**config.mk**
```make
export PLATFORM = sky130hd
export DESIGN_NAME = rs_gf_div_seq
export DESIGN_NICKNAME = d
export VERILOG_FILES = /design/src/rtl/rs_gf_div_seq.sv
export SDC_FILE = /design/constraint.sdc
export NUM_CORES = 1
export LEC_CHECK = 0
export BUFFER_PORTS_ARGS = -buffer_cell sky130_fd_sc_hd__buf_2
export CAP_MARGIN = 20
export CELL_PAD_IN_SITES_DETAIL_PLACEMENT = 1
export CELL_PAD_IN_SITES_GLOBAL_PLACEMENT = 1
export CORE_UTILIZATION = 47
export CTS_CLUSTER_DIAMETER = 100
export DETAILED_ROUTE_END_ITERATION = 12
export PLACE_DENSITY_LB_ADDON = 0.1
export SLEW_MARGIN = 40
export SYNTH_ARGS = -nofsm -noshare
export SYNTH_HDL_FRONTEND = slang
export SYNTH_SLANG_ARGS = --single-unit
```
**constraint.sdc**
```tcl
create_clock -name iclk -period 5.94 [get_ports iclk]
set_input_delay 0.297 -clock iclk [delete_from_list [all_inputs] [get_ports iclk]]
set_output_delay 0.297 -clock iclk [all_outputs]
set_load 0.005 [all_outputs]
```
**src/rtl/rs_gf_div_seq.sv**
```systemverilog
// Sequential GF(2^m) divider: odat = a * b^(2^m-2) via m-1 square-and-multiply steps.
// Optional divide-by-zero flag enabled by defining RS_GF_DIV_ZERO_CHECK_EN.
module rs_gf_div_seq #(
  parameter int m      = 8,
  parameter int irrpol = 285
) (
  input  logic         iclk,
  input  logic         ireset,
  input  logic         iclkena,
  input  logic         ival,
  input  logic [m-1:0] idat_a,
  input  logic [m-1:0] idat_b,
  output logic         obusy,
  output logic         oval,
  output logic [m-1:0] odat,
  output logic         oerr
);

  localparam int CW = $clog2(m);
  localparam logic [m-1:0] POLY = m'(irrpol);

  typedef enum logic {IDLE, RUN} state_t;

  // MSB-first shift-and-add multiply, reducing by the low m bits of irrpol
  function automatic logic [m-1:0] gf_mul(input logic [m-1:0] x, input logic [m-1:0] y);
    logic [m-1:0] r;
    r = '0;
    for (int i = m-1; i >= 0; i--) begin
      r = {r[m-2:0], 1'b0} ^ (r[m-1] ? POLY : '0);
      if (y[i]) r = r ^ x;
    end
    return r;
  endfunction

  state_t         state_q, state_d;
  logic [m-1:0]   acc_q, acc_d;
  logic [m-1:0]   sq_q, sq_d;
  logic [CW-1:0]  cnt_q, cnt_d;
  logic [m-1:0]   odat_q, odat_d;
  logic           oval_q, oval_d;
  logic [m-1:0]   prod_acc, prod_sq, b_sq;
`ifdef RS_GF_DIV_ZERO_CHECK_EN
  logic           zero_q, zero_d;
  logic           oerr_q, oerr_d;
`endif

  assign prod_acc = gf_mul(acc_q, sq_q);
  assign prod_sq  = gf_mul(sq_q, sq_q);
  assign b_sq     = gf_mul(idat_b, idat_b);

  always_comb begin
    state_d = state_q;
    acc_d   = acc_q;
    sq_d    = sq_q;
    cnt_d   = cnt_q;
    odat_d  = odat_q;
    oval_d  = 1'b0;
`ifdef RS_GF_DIV_ZERO_CHECK_EN
    zero_d  = zero_q;
    oerr_d  = 1'b0;
`endif
    case (state_q)
      IDLE: begin
        if (ival) begin
          acc_d   = idat_a;
          sq_d    = b_sq;
          cnt_d   = CW'(m-2);
          state_d = RUN;
`ifdef RS_GF_DIV_ZERO_CHECK_EN
          zero_d  = ~|idat_b;
`endif
        end
      end
      RUN: begin
        acc_d = prod_acc;
        sq_d  = prod_sq;
        if (cnt_q == '0) begin
          // prod_acc already includes the final b^(2^(m-1)) factor
          oval_d  = 1'b1;
          state_d = IDLE;
`ifdef RS_GF_DIV_ZERO_CHECK_EN
          odat_d  = zero_q ? '0 : prod_acc;
          oerr_d  = zero_q;
`else
          odat_d  = prod_acc;
`endif
        end else begin
          cnt_d = cnt_q - CW'(1);
        end
      end
      default: state_d = IDLE;
    endcase
  end

  always_ff @(posedge iclk) begin
    if (ireset) begin
      state_q <= IDLE;
      acc_q   <= '0;
      sq_q    <= '0;
      cnt_q   <= '0;
      odat_q  <= '0;
      oval_q  <= 1'b0;
`ifdef RS_GF_DIV_ZERO_CHECK_EN
      zero_q  <= 1'b0;
      oerr_q  <= 1'b0;
`endif
    end else if (iclkena) begin
      state_q <= state_d;
      acc_q   <= acc_d;
      sq_q    <= sq_d;
      cnt_q   <= cnt_d;
      odat_q  <= odat_d;
      oval_q  <= oval_d;
`ifdef RS_GF_DIV_ZERO_CHECK_EN
      zero_q  <= zero_d;
      oerr_q  <= oerr_d;
`endif
    end
  end

  assign obusy = (state_q == RUN);
  assign oval  = oval_q;
  assign odat  = odat_q;
`ifdef RS_GF_DIV_ZERO_CHECK_EN
  assign oerr  = oerr_q;
`else
  assign oerr  = 1'b0;
`endif

endmodule

```
==> Word-level counts from Yosys, hierarchy flattened <==
Cells that the tools add are included.
{ "word_totals": {"wordCells": 113, "register_bits": 29, "out_inout_bits": 11} }
{ "op_classes": {"n_addsub": 1, "n_reduce_logical": 4, "mux": 57, "n_eq_ne": 2, "bitwise": 43} }
{ "op_table": {"columns": ["operator", "count"], "rows": [
  ["8-bit two-way mux", 26],
  ["8-bit by 5-bit bitwise XOR with 8-bit output", 21],
  ["8-bit bitwise XOR", 21],
  ["5-bit two-way mux", 21],
  ["8-bit case mux with 2 select lines", 2],
  ["3-bit two-way mux", 2],
  ["3-bit case mux with 2 select lines", 1],
  ["3-bit AND reduction", 2],
  ["1-bit two-way mux", 4],
  ["2-bit != test (second input constant)", 2],
  ["3-bit zero test", 1],
  ["3-bit by 1-bit subtractor with 3-bit output (second input constant)", 1],
  ["1-bit case mux with 2 select lines", 1],
  ["2-bit AND reduction", 1],
  ["1-bit inverter", 1]
]} }

==> Depth between registers and ports, before layout <==
Gate-level depths: netlist of run 1.
{ "logic_depth": {"depth_word": 31, "depth_mapped": 9} }

==> Least setup slack after synthesis of run 1 <==
Ideal clock, no wire load.
{ "synth_path": {"path_type": "reg2reg", "startpoint": "register sq_q[2]", "endpoint": "register acc_q[2]", "path_stages_with_launch": 9, "setup_slack_ns": 3.454, "n_path_buf": 1, "t_required_ns": 5.812, "setup_time_ns": 0.128, "t_arrival_ns": 2.358, "period_less_slack_ns": 2.486, "cell_sequence": "dfxtp_1 -> buf_2 -> nand2_1 -> xnor3_1 -> xnor3_1 -> xnor3_2 -> xnor3_1 -> a221oi_1 -> nor2_1"} }
{ "synth_via": {"elab_chain_cells": 9} }
{ "synth_lines": {"columns": ["element", "line", "source"], "rows": [
  ["start: declaration", "37", "logic [m-1:0] sq_q, sq_d;"],
  ["start signal: assignment", "110", "sq_q <= sq_d;"],
  ["8-bit two-way mux (*)", "30", "if (y[i]) r = r ^ x;"],
  ["8-bit by 5-bit bitwise XOR with 8-bit output (*)", "29", "r = {r[m-2:0], 1'b0} ^ (r[m-1] ? POLY : '0);"],
  ["8-bit bitwise XOR", "30", null],
  ["8-bit two-way mux (*)", "30", null],
  ["5-bit two-way mux", "29", null],
  ["8-bit by 5-bit bitwise XOR with 8-bit output (*)", "29", null],
  ["8-bit bitwise XOR", "30", null],
  ["8-bit two-way mux (*)", "30", null],
  ["8-bit case mux with 2 select lines (*)", "62", "case (state_q)"],
  ["end signal: assignment", "98", "acc_q <= '0;"],
  ["end signal: assignment", "109", "acc_q <= acc_d;"],
  ["end: declaration", "36", "logic [m-1:0] acc_q, acc_d;"]
]} }
Every way passes the cells marked *; elsewhere a longest branch is shown, timed or not.
A chain may end at the register's enable or synchronous reset.

==> Worst setup path after layout of run 1 <==
{ "layout_path": {"startpoint": "register sq_q[7]", "endpoint": "register acc_q[2]"} }
{ "layout_via": {"elab_chain_cells": 25} }
{ "layout_lines": {"columns": ["element", "line"], "rows": [
  ["8-bit two-way mux (*)", "30"],
  ["5-bit two-way mux or 8-bit by 5-bit bitwise XOR with 8-bit output (tied branches)", "29"],
  ["8-bit by 5-bit bitwise XOR with 8-bit output (*)", "29"],
  ["8-bit bitwise XOR or 8-bit two-way mux (tied branches)", "30"],
  ["8-bit two-way mux (*)", "30"],
  ["8-bit by 5-bit bitwise XOR with 8-bit output (*)", "29"],
  ["8-bit bitwise XOR or 8-bit two-way mux (tied branches)", "30"],
  ["8-bit two-way mux (*)", "30"],
  ["[9 not listed]", null],
  ["8-bit two-way mux (*)", "30"],
  ["8-bit by 5-bit bitwise XOR with 8-bit output (*)", "29"],
  ["8-bit bitwise XOR or 8-bit two-way mux (tied branches)", "30"],
  ["8-bit two-way mux (*)", "30"],
  ["8-bit by 5-bit bitwise XOR with 8-bit output (*)", "29"],
  ["8-bit bitwise XOR", "30"],
  ["8-bit two-way mux (*)", "30"],
  ["8-bit case mux with 2 select lines (*)", "62"]
]} }
Marks and branches as above.

==> qor.csv, run 1 <==
stage,metric,value,unit
grt,grt_usage,25.45,%
timing,min_period_over_period,49.94,%
critical_path,cpMostUsedCell,xnor3_1,
routing,viasPerCell,5.464,
grt,overflow,0,
grt,grt_pass1_wl,11.77,mm
clock_tree,hold_buffers,0,
die,start_util,49.62,%
critical_path,critical_path_class,register to register,
clock_tree,cts-root-buf,clkbuf_8,
logic_synthesis,yosysTopAreaCellShare,22.48,%
clock_tree,cts_tree,built,
clock_tree,htree_levels,2,
clock_tree,clk_latency,280,ps
job,maxCapViolCount,0,
die,row_count,26,
critical_path,end_kind,register,
min_path,hold_class,primary input to register,
power,pwr-share-clk,30.1,%
final_layout,fillerInstances,672,
routing,routedWlPerCell,16.78,µm
clock_tree,cts_buffers,5,
placed_design,gp_congestion,0.8459,
timing,fmax,0.3371,GHz
placed_design,dp_hpwl,4.886,mm
timing,setup_violations,0,
critical_path,cp_num_buf_inv,0,
power,p_int,0.0004697,W
die,core,5205,µm²
timing,whs,306.8,ps
routing,drc,0,
power,pwr-share-seq,36.2,%
critical_path,critPathMaxFanout,18,
critical_path,crit_chain,nand2_1 -> xnor2_2 -> xnor3_1 -> xnor3_2 -> xnor3_1 -> a221oi_1 -> nor2_1,
outcome,outcome,finished clean,
grt,grt_max_degree,35,
power,power_leakage,1.091,nW
clock_tree,clock_sinks,29,
grt,grt_antenna_before_repair,0,
power,p_comb_share,33.7,%
routing,vias,2251,
power,max-vdd-ir-drop,0.1268,mV
power,p_sw,0.0002459,W
final_layout,layout.nets,365,
power,p_sw_share,34.37,%
logic_synthesis,synth_area_per_cell,7.755,µm²
critical_path,crit_path_start_kind,register,
grt,grt_pass1_vias,2358,
routing,antenna_left,0,
logic_synthesis,yosysSeqAreaShare,22.48,%
timing,worst_pin_slew,749.8,ps
critical_path,rrSetupSlack,2970,ps
logic_synthesis,synth-async-reset-ratio,0,%
grt,use_met3,3.713,%
logic_synthesis,synthCells,333,
logic_synthesis,synth_edf_count,0,
die,dieArea,5795,µm²
die,die_w,76.13,µm
placed_design,io_buffer_count,29,
clock_tree,path_clk_slew,60,ps
routing,wl,6.914,mm
logic_synthesis,synth_ff_type,dfxtp_1,
die,pin_count,31,
timing,period_needed,2966,ps
critical_path,cp_data_required_time,6080,ps
routing,drt_iter0_markers,117,
clock_tree,cts_setup_buffers,0,
die,fp.dieH,76.13,µm
critical_path,crit_family,XOR/XNOR gates,
logic_synthesis,ys_warn_count,0,
routing,dr.pass1.iters,4,
logic_synthesis,synth_cell_type_count,44,
critical_path,slowest_delay,760,ps
timing,grt_setup_unrepaired,false,
final_layout,mostFrequentLayoutCell,nand2_1,
timing,slew_headroom,49.68,%
critical_path,worst_path_max_delay_cell,dfxtp_1,
timing,hold_viol_final,0,
grt,grtUsageMet1,32.17,%
logic_synthesis,syn-num-nets,357,
timing,setup-tns-final,0,ps
logic_synthesis,ys_seq_elements,29,
final_layout,diodes,0,
logic_synthesis,synth_area_leader_cell,dfxtp_1,
clock_tree,cts_resized,0,
grt,grt_util_met2,44.73,%
logic_synthesis,synthTopCellsByArea,"dfxtp_1, xnor2_1, nand2_1",
power,p_per_area,254.7,nW/µm²
clock_tree,clockBufferDepth,2,
logic_synthesis,synth_area,2582,µm²
placed_design,dp_slack,3036,ps
final_layout,drive_gt1_share,11.99,%
timing,fin_ws,2974,ps
final_layout,final_cell_mix,"nand2_1, xnor2_1, dfxtp_1, buf_2, nor2_1",
critical_path,cp_data_arrival_time,3110,ps
timing,finClkSkew,4.671,ps
timing,final_max_slew_viol_count,0,
final_layout,area_delta_synth_final,8.818,%
grt,grt_busiest_layer,met2,
-- cell families after synthesis --
family / count (synthesis) / synth area share [%]
and+or+nand+nor: 131 / 22.63
xor gates and xnor gates: 87 / 34.69
buffers and inverters: 32 / 5.426
DFF: 29 / 22.48
adders and majority gates: 4 / 1.938
other: 1 / 0.1452
AOI/OAI and AO/OA: 47 / 11.92
muxes: 2 / 0.7752
-- path summary, 6_finish.rpt --
| kind | start | end | depth (start not counted) |
|---|---|---|---|
| min | idat_b[5] | sq_q[5] | 3 |
| max reg2reg | sq_q[7] | acc_q[2] | 7 |
| max | sq_q[7] | acc_q[2] | 7 |
| min reg2reg | odat[0] | odat[0] | 2 |
-- area by class of cell --
class / instances / area, µm² / area share [%]
repair buffers: 30 / 152.6 / 5.432
well taps: 70 / 87.58 / 3.117
multi-input cells: 272 / 1862 / 66.25
clock buffers: 7 / 86.33 / 3.072
flip-flops and latches: 29 / 580.6 / 20.66
clock inverters: 1 / 30.03 / 1.069
inverters: 3 / 11.26 / 0.4007
-- state kept, by name (all words and copies together), names as in the netlist --
name	count
acc_q	8
sq_q	8
odat	8
obusy	1
cnt_q	3
oval	1
-- power by group through the flow --
| stage | Sequential, W | Combinational [W] | Clock, W |
|---|---|---|---|
| floorplan | 0.000223 | 0.000223 | 0 |
| global placement | 0.000263 | 0.000232 | 0 |
| detailed placement | 0.000263 | 0.000237 | 0 |
| CTS | 0.000260 | 0.000243 | 0.000218 |
| global route | 0.000264 | 0.000264 | 0.000227 |
| finish | 0.000259 | 0.000241 | 0.000215 |
-- through the flow --
stage / util [%] / total power [W] / area (µm²) / cells
after detailed placement: 51.75 / 0.0005003 / 2694 / 404
after global placement: 51.75 / 0.0004952 / 2694 / 404
final: 53.99 / 0.0007156 / 2810 / 412
after floorplan: - / 0.0004454 / 2582 / 333
after CTS: 53.99 / 0.0007205 / 2810 / 412
after global routing: 53.99 / 0.0007544 / 2810 / 412
-- tightest hold or removal path, stage by stage --
cell     delay, ps
buf_2          130
nand2_1         60
a21oi_1         50
-- synth_stat cells (2+ instances only) --
library cell,instances
nand2_1,72
xnor2_1,56
dfxtp_1,29
nor2_1,23
xor2_1,21
clkbuf_1,17
a21oi_1,14
a211oi_1,7
buf_2,7
xnor3_1,7
nand2b_1,6
o21ai_0,6
a221oi_1,5
and3_1,5
nand3_1,5
nor3_1,5
a22oi_1,4
ha_1,4
buf_1,3
inv_1,3
nand3b_1,3
nor2b_1,3
o211ai_1,3
o22ai_1,3
and2_1,2
mux2i_1,2
-- metal layers --
| metal | vias up | routed length [µm] |
|---|---|---|
| met4 | 0 | 123 |
| met3 | 10 | 169 |
| met1 | 1100 | 3205 |
| li1 | 1107 | - |
| met5 | - | 0 |
| met2 | 34 | 3415 |
Note: power is estimated with default switching activity, not from simulation.
==> run 2: changes to the inputs <==
- CORE_UTILIZATION: 47 -> 43
- clock period: 5.94 -> 3.1 ns (I/O delays scaled with it)
==> qor.csv, run 2 (synthesis gave the netlist of run 1 again) <==
stage,metric,value,unit,change
grt,grt_pass1_wl,12.07,mm,+2.5%
timing,grt_setup_unrepaired,false,,
placed_design,placed_area,2786,µm²,+3.4%
die,pin_count,31,,unchanged
timing,fin_ws,413.4,ps,-2560 ps
grt,grt_usage,25.23,%,-0.22 points
final_layout,drive_gt1_share,14.97,%,+3.0 points
routing,dr.pass1.iters,4,,unchanged
routing,routedWlPerCell,16.86,µm,+0.46%
critical_path,worst_path_max_delay_cell,dfxtp_1,,
placed_design,gp_congestion,0.8472,,+0.15%
placed_design,io_buffer_count,29,,unchanged
placed_design,dp_slack,423.2,ps,-2613 ps
timing,setup-tns-final,0,ps,unchanged
clock_tree,cts_setup_buffers,0,,unchanged
outcome,outcome,finished clean,,
critical_path,crit_chain,nand2_1 -> xnor2_2 -> xnor3_1 -> xnor3_2 -> xnor3_1 -> a221oi_1 -> nor2_1,,
grt,grtUsageMet1,32.65,%,+0.48 points
timing,min_period_over_period,86.66,%,+37 points
timing,fmax,0.3722,GHz,+10%
grt,grt_pass1_vias,2383,,+1.1%
routing,drc,0,,unchanged
clock_tree,cts_resized,0,,unchanged
timing,finClkSkew,10.35,ps,+5.679 ps
clock_tree,cts_buffers,5,,unchanged
critical_path,end_kind,register,,
clock_tree,clockBufferDepth,2,,unchanged
grt,grt_util_met2,41.97,%,-2.8 points
timing,hold_viol_final,0,,unchanged
clock_tree,clock_sinks,29,,unchanged
clock_tree,htree_levels,2,,unchanged
final_layout,final_cell_mix,"nand2_1, xnor2_1, dfxtp_1, buf_2, nor2_1",,
clock_tree,hold_buffers,0,,unchanged
final_layout,mostFrequentLayoutCell,nand2_1,,
power,max-vdd-ir-drop,0.2518,mV,+99%
routing,vias,2308,,+2.5%
timing,final_max_slew_viol_count,0,,unchanged
timing,setup_violations,0,,unchanged
final_layout,layout.nets,377,,+3.3%
final_layout,fin_area,2869,µm²,+2.1%
min_path,hold_class,primary input to register,,
routing,antenna_left,0,,unchanged
clock_tree,path_clk_slew,70,ps,about the same
timing,period_needed,2687,ps,-279.9 ps
die,fp.dieH,79.50,µm,+4.4%
critical_path,crit_path_start_kind,register,,
grt,grt_busiest_layer,met2,,
clock_tree,clk_latency,290,ps,about the same
final_layout,area_delta_synth_final,11.09,%,
die,start_util,45.78,%,-3.8 points
grt,grt_antenna_before_repair,1,,+1
routing,drt_iter0_markers,79,,-32%
final_layout,diodes,0,,unchanged
placed_design,dp_hpwl,5.400,mm,+11%
critical_path,critPathMaxFanout,11,,-7
grt,use_met3,4.686,%,+0.97 points
critical_path,critical_path_class,register to register,,
die,core,5642,µm²,+8.4%
die,dieArea,6319,µm²,+9.0%
die,row_count,27,,+3.8%
critical_path,cp_data_required_time,3250,ps,-2830 ps
clock_tree,cts-root-buf,clkbuf_8,,
routing,wl,7.182,mm,+3.9%
power,power_leakage,1.141,nW,+4.5%
die,die_w,79.50,µm,+4.4%
critical_path,cpMostUsedCell,xnor3_1,,
grt,overflow,0,,unchanged
clock_tree,cts_tree,built,,
timing,worst_pin_slew,648.1,ps,-101.6 ps
power,p_per_area,450.1,nW/µm²,+77%
grt,grt_max_degree,35,,unchanged
routing,viasPerCell,5.418,,-0.84%
timing,slew_headroom,56.79,%,+7.1 points
critical_path,slowest_delay,550,ps,-210 ps
critical_path,cp_data_arrival_time,2840,ps,-270 ps
job,maxCapViolCount,0,,unchanged
==> run 2: changes by cell type in the layout (fill, tap and decap cells not counted) <==
cell / delta
buf_4: +12
clkbuf_8: -1
bufinv_16: -1
clkinv_2: +2
==> run 2: worst max-delay path: cells and delay by family (launching register included) <==
kind / cells / cell delay (ps)
xor gates and xnor gates: 4 / 1510
DFF: 1 / 550
AOI/OAI and AO/OA: 1 / 290
and+or+nand+nor: 2 / 210
==> run 2: final cells by class <==
cell class	instances	area, µm²
Clock buffer	6	72.57
Clock inverter	2	10.01
Fill cell	717	2773
Inverter	3	11.26
Multi-Input combinational cell	272	1862
Sequential cell	29	580.6
Tap cell	72	90.09
Timing Repair Buffer	42	242.7
==> run 2: metrics by stage <==
| step | power [W] | hold WS (ps) | std cells | utilization (%) |
|---|---|---|---|---|
| final | 0.001291 | 169.0 | 426 | 50.85 |
| after global routing | 0.001372 | 173.6 | 426 | 50.85 |
| after CTS | 0.001300 | 170.6 | 426 | 50.85 |
| after detailed placement | 0.0009901 | 446.5 | 418 | 49.39 |
| after global placement | 0.0009766 | 443.2 | 418 | 49.39 |
| after floorplan | 0.0008534 | 291.0 | 333 | - |
==> run 2: path summary, 6_finish.rpt <==
kind / startpoint / to / slack, ps / cells after the start
worst max-delay path: acc_q[7] / acc_q[2] / 410 / 7
worst min-delay path: idat_b[5] / sq_q[5] / 170 / 3
worst max register to register: acc_q[7] / acc_q[2] / 410 / 7
worst min register to register: odat[7] / odat[7] / 460 / 2
==> run 2: routing by layer <==
| metal | wire, µm | up-vias |
|---|---|---|
| met5 | 17 | - |
| met4 | 138 | 2 |
| met3 | 295 | 17 |
| met2 | 3464 | 48 |
| met1 | 3266 | 1113 |
| li1 | - | 1128 |
==> run 2: power breakdown <==
group,internal (W),switching (W),leakage [nW]
Combinational,0.000251,0.000270,0.858
Sequential,0.000405,0.0000547,0.238
Clock,0.000155,0.000156,0.0450
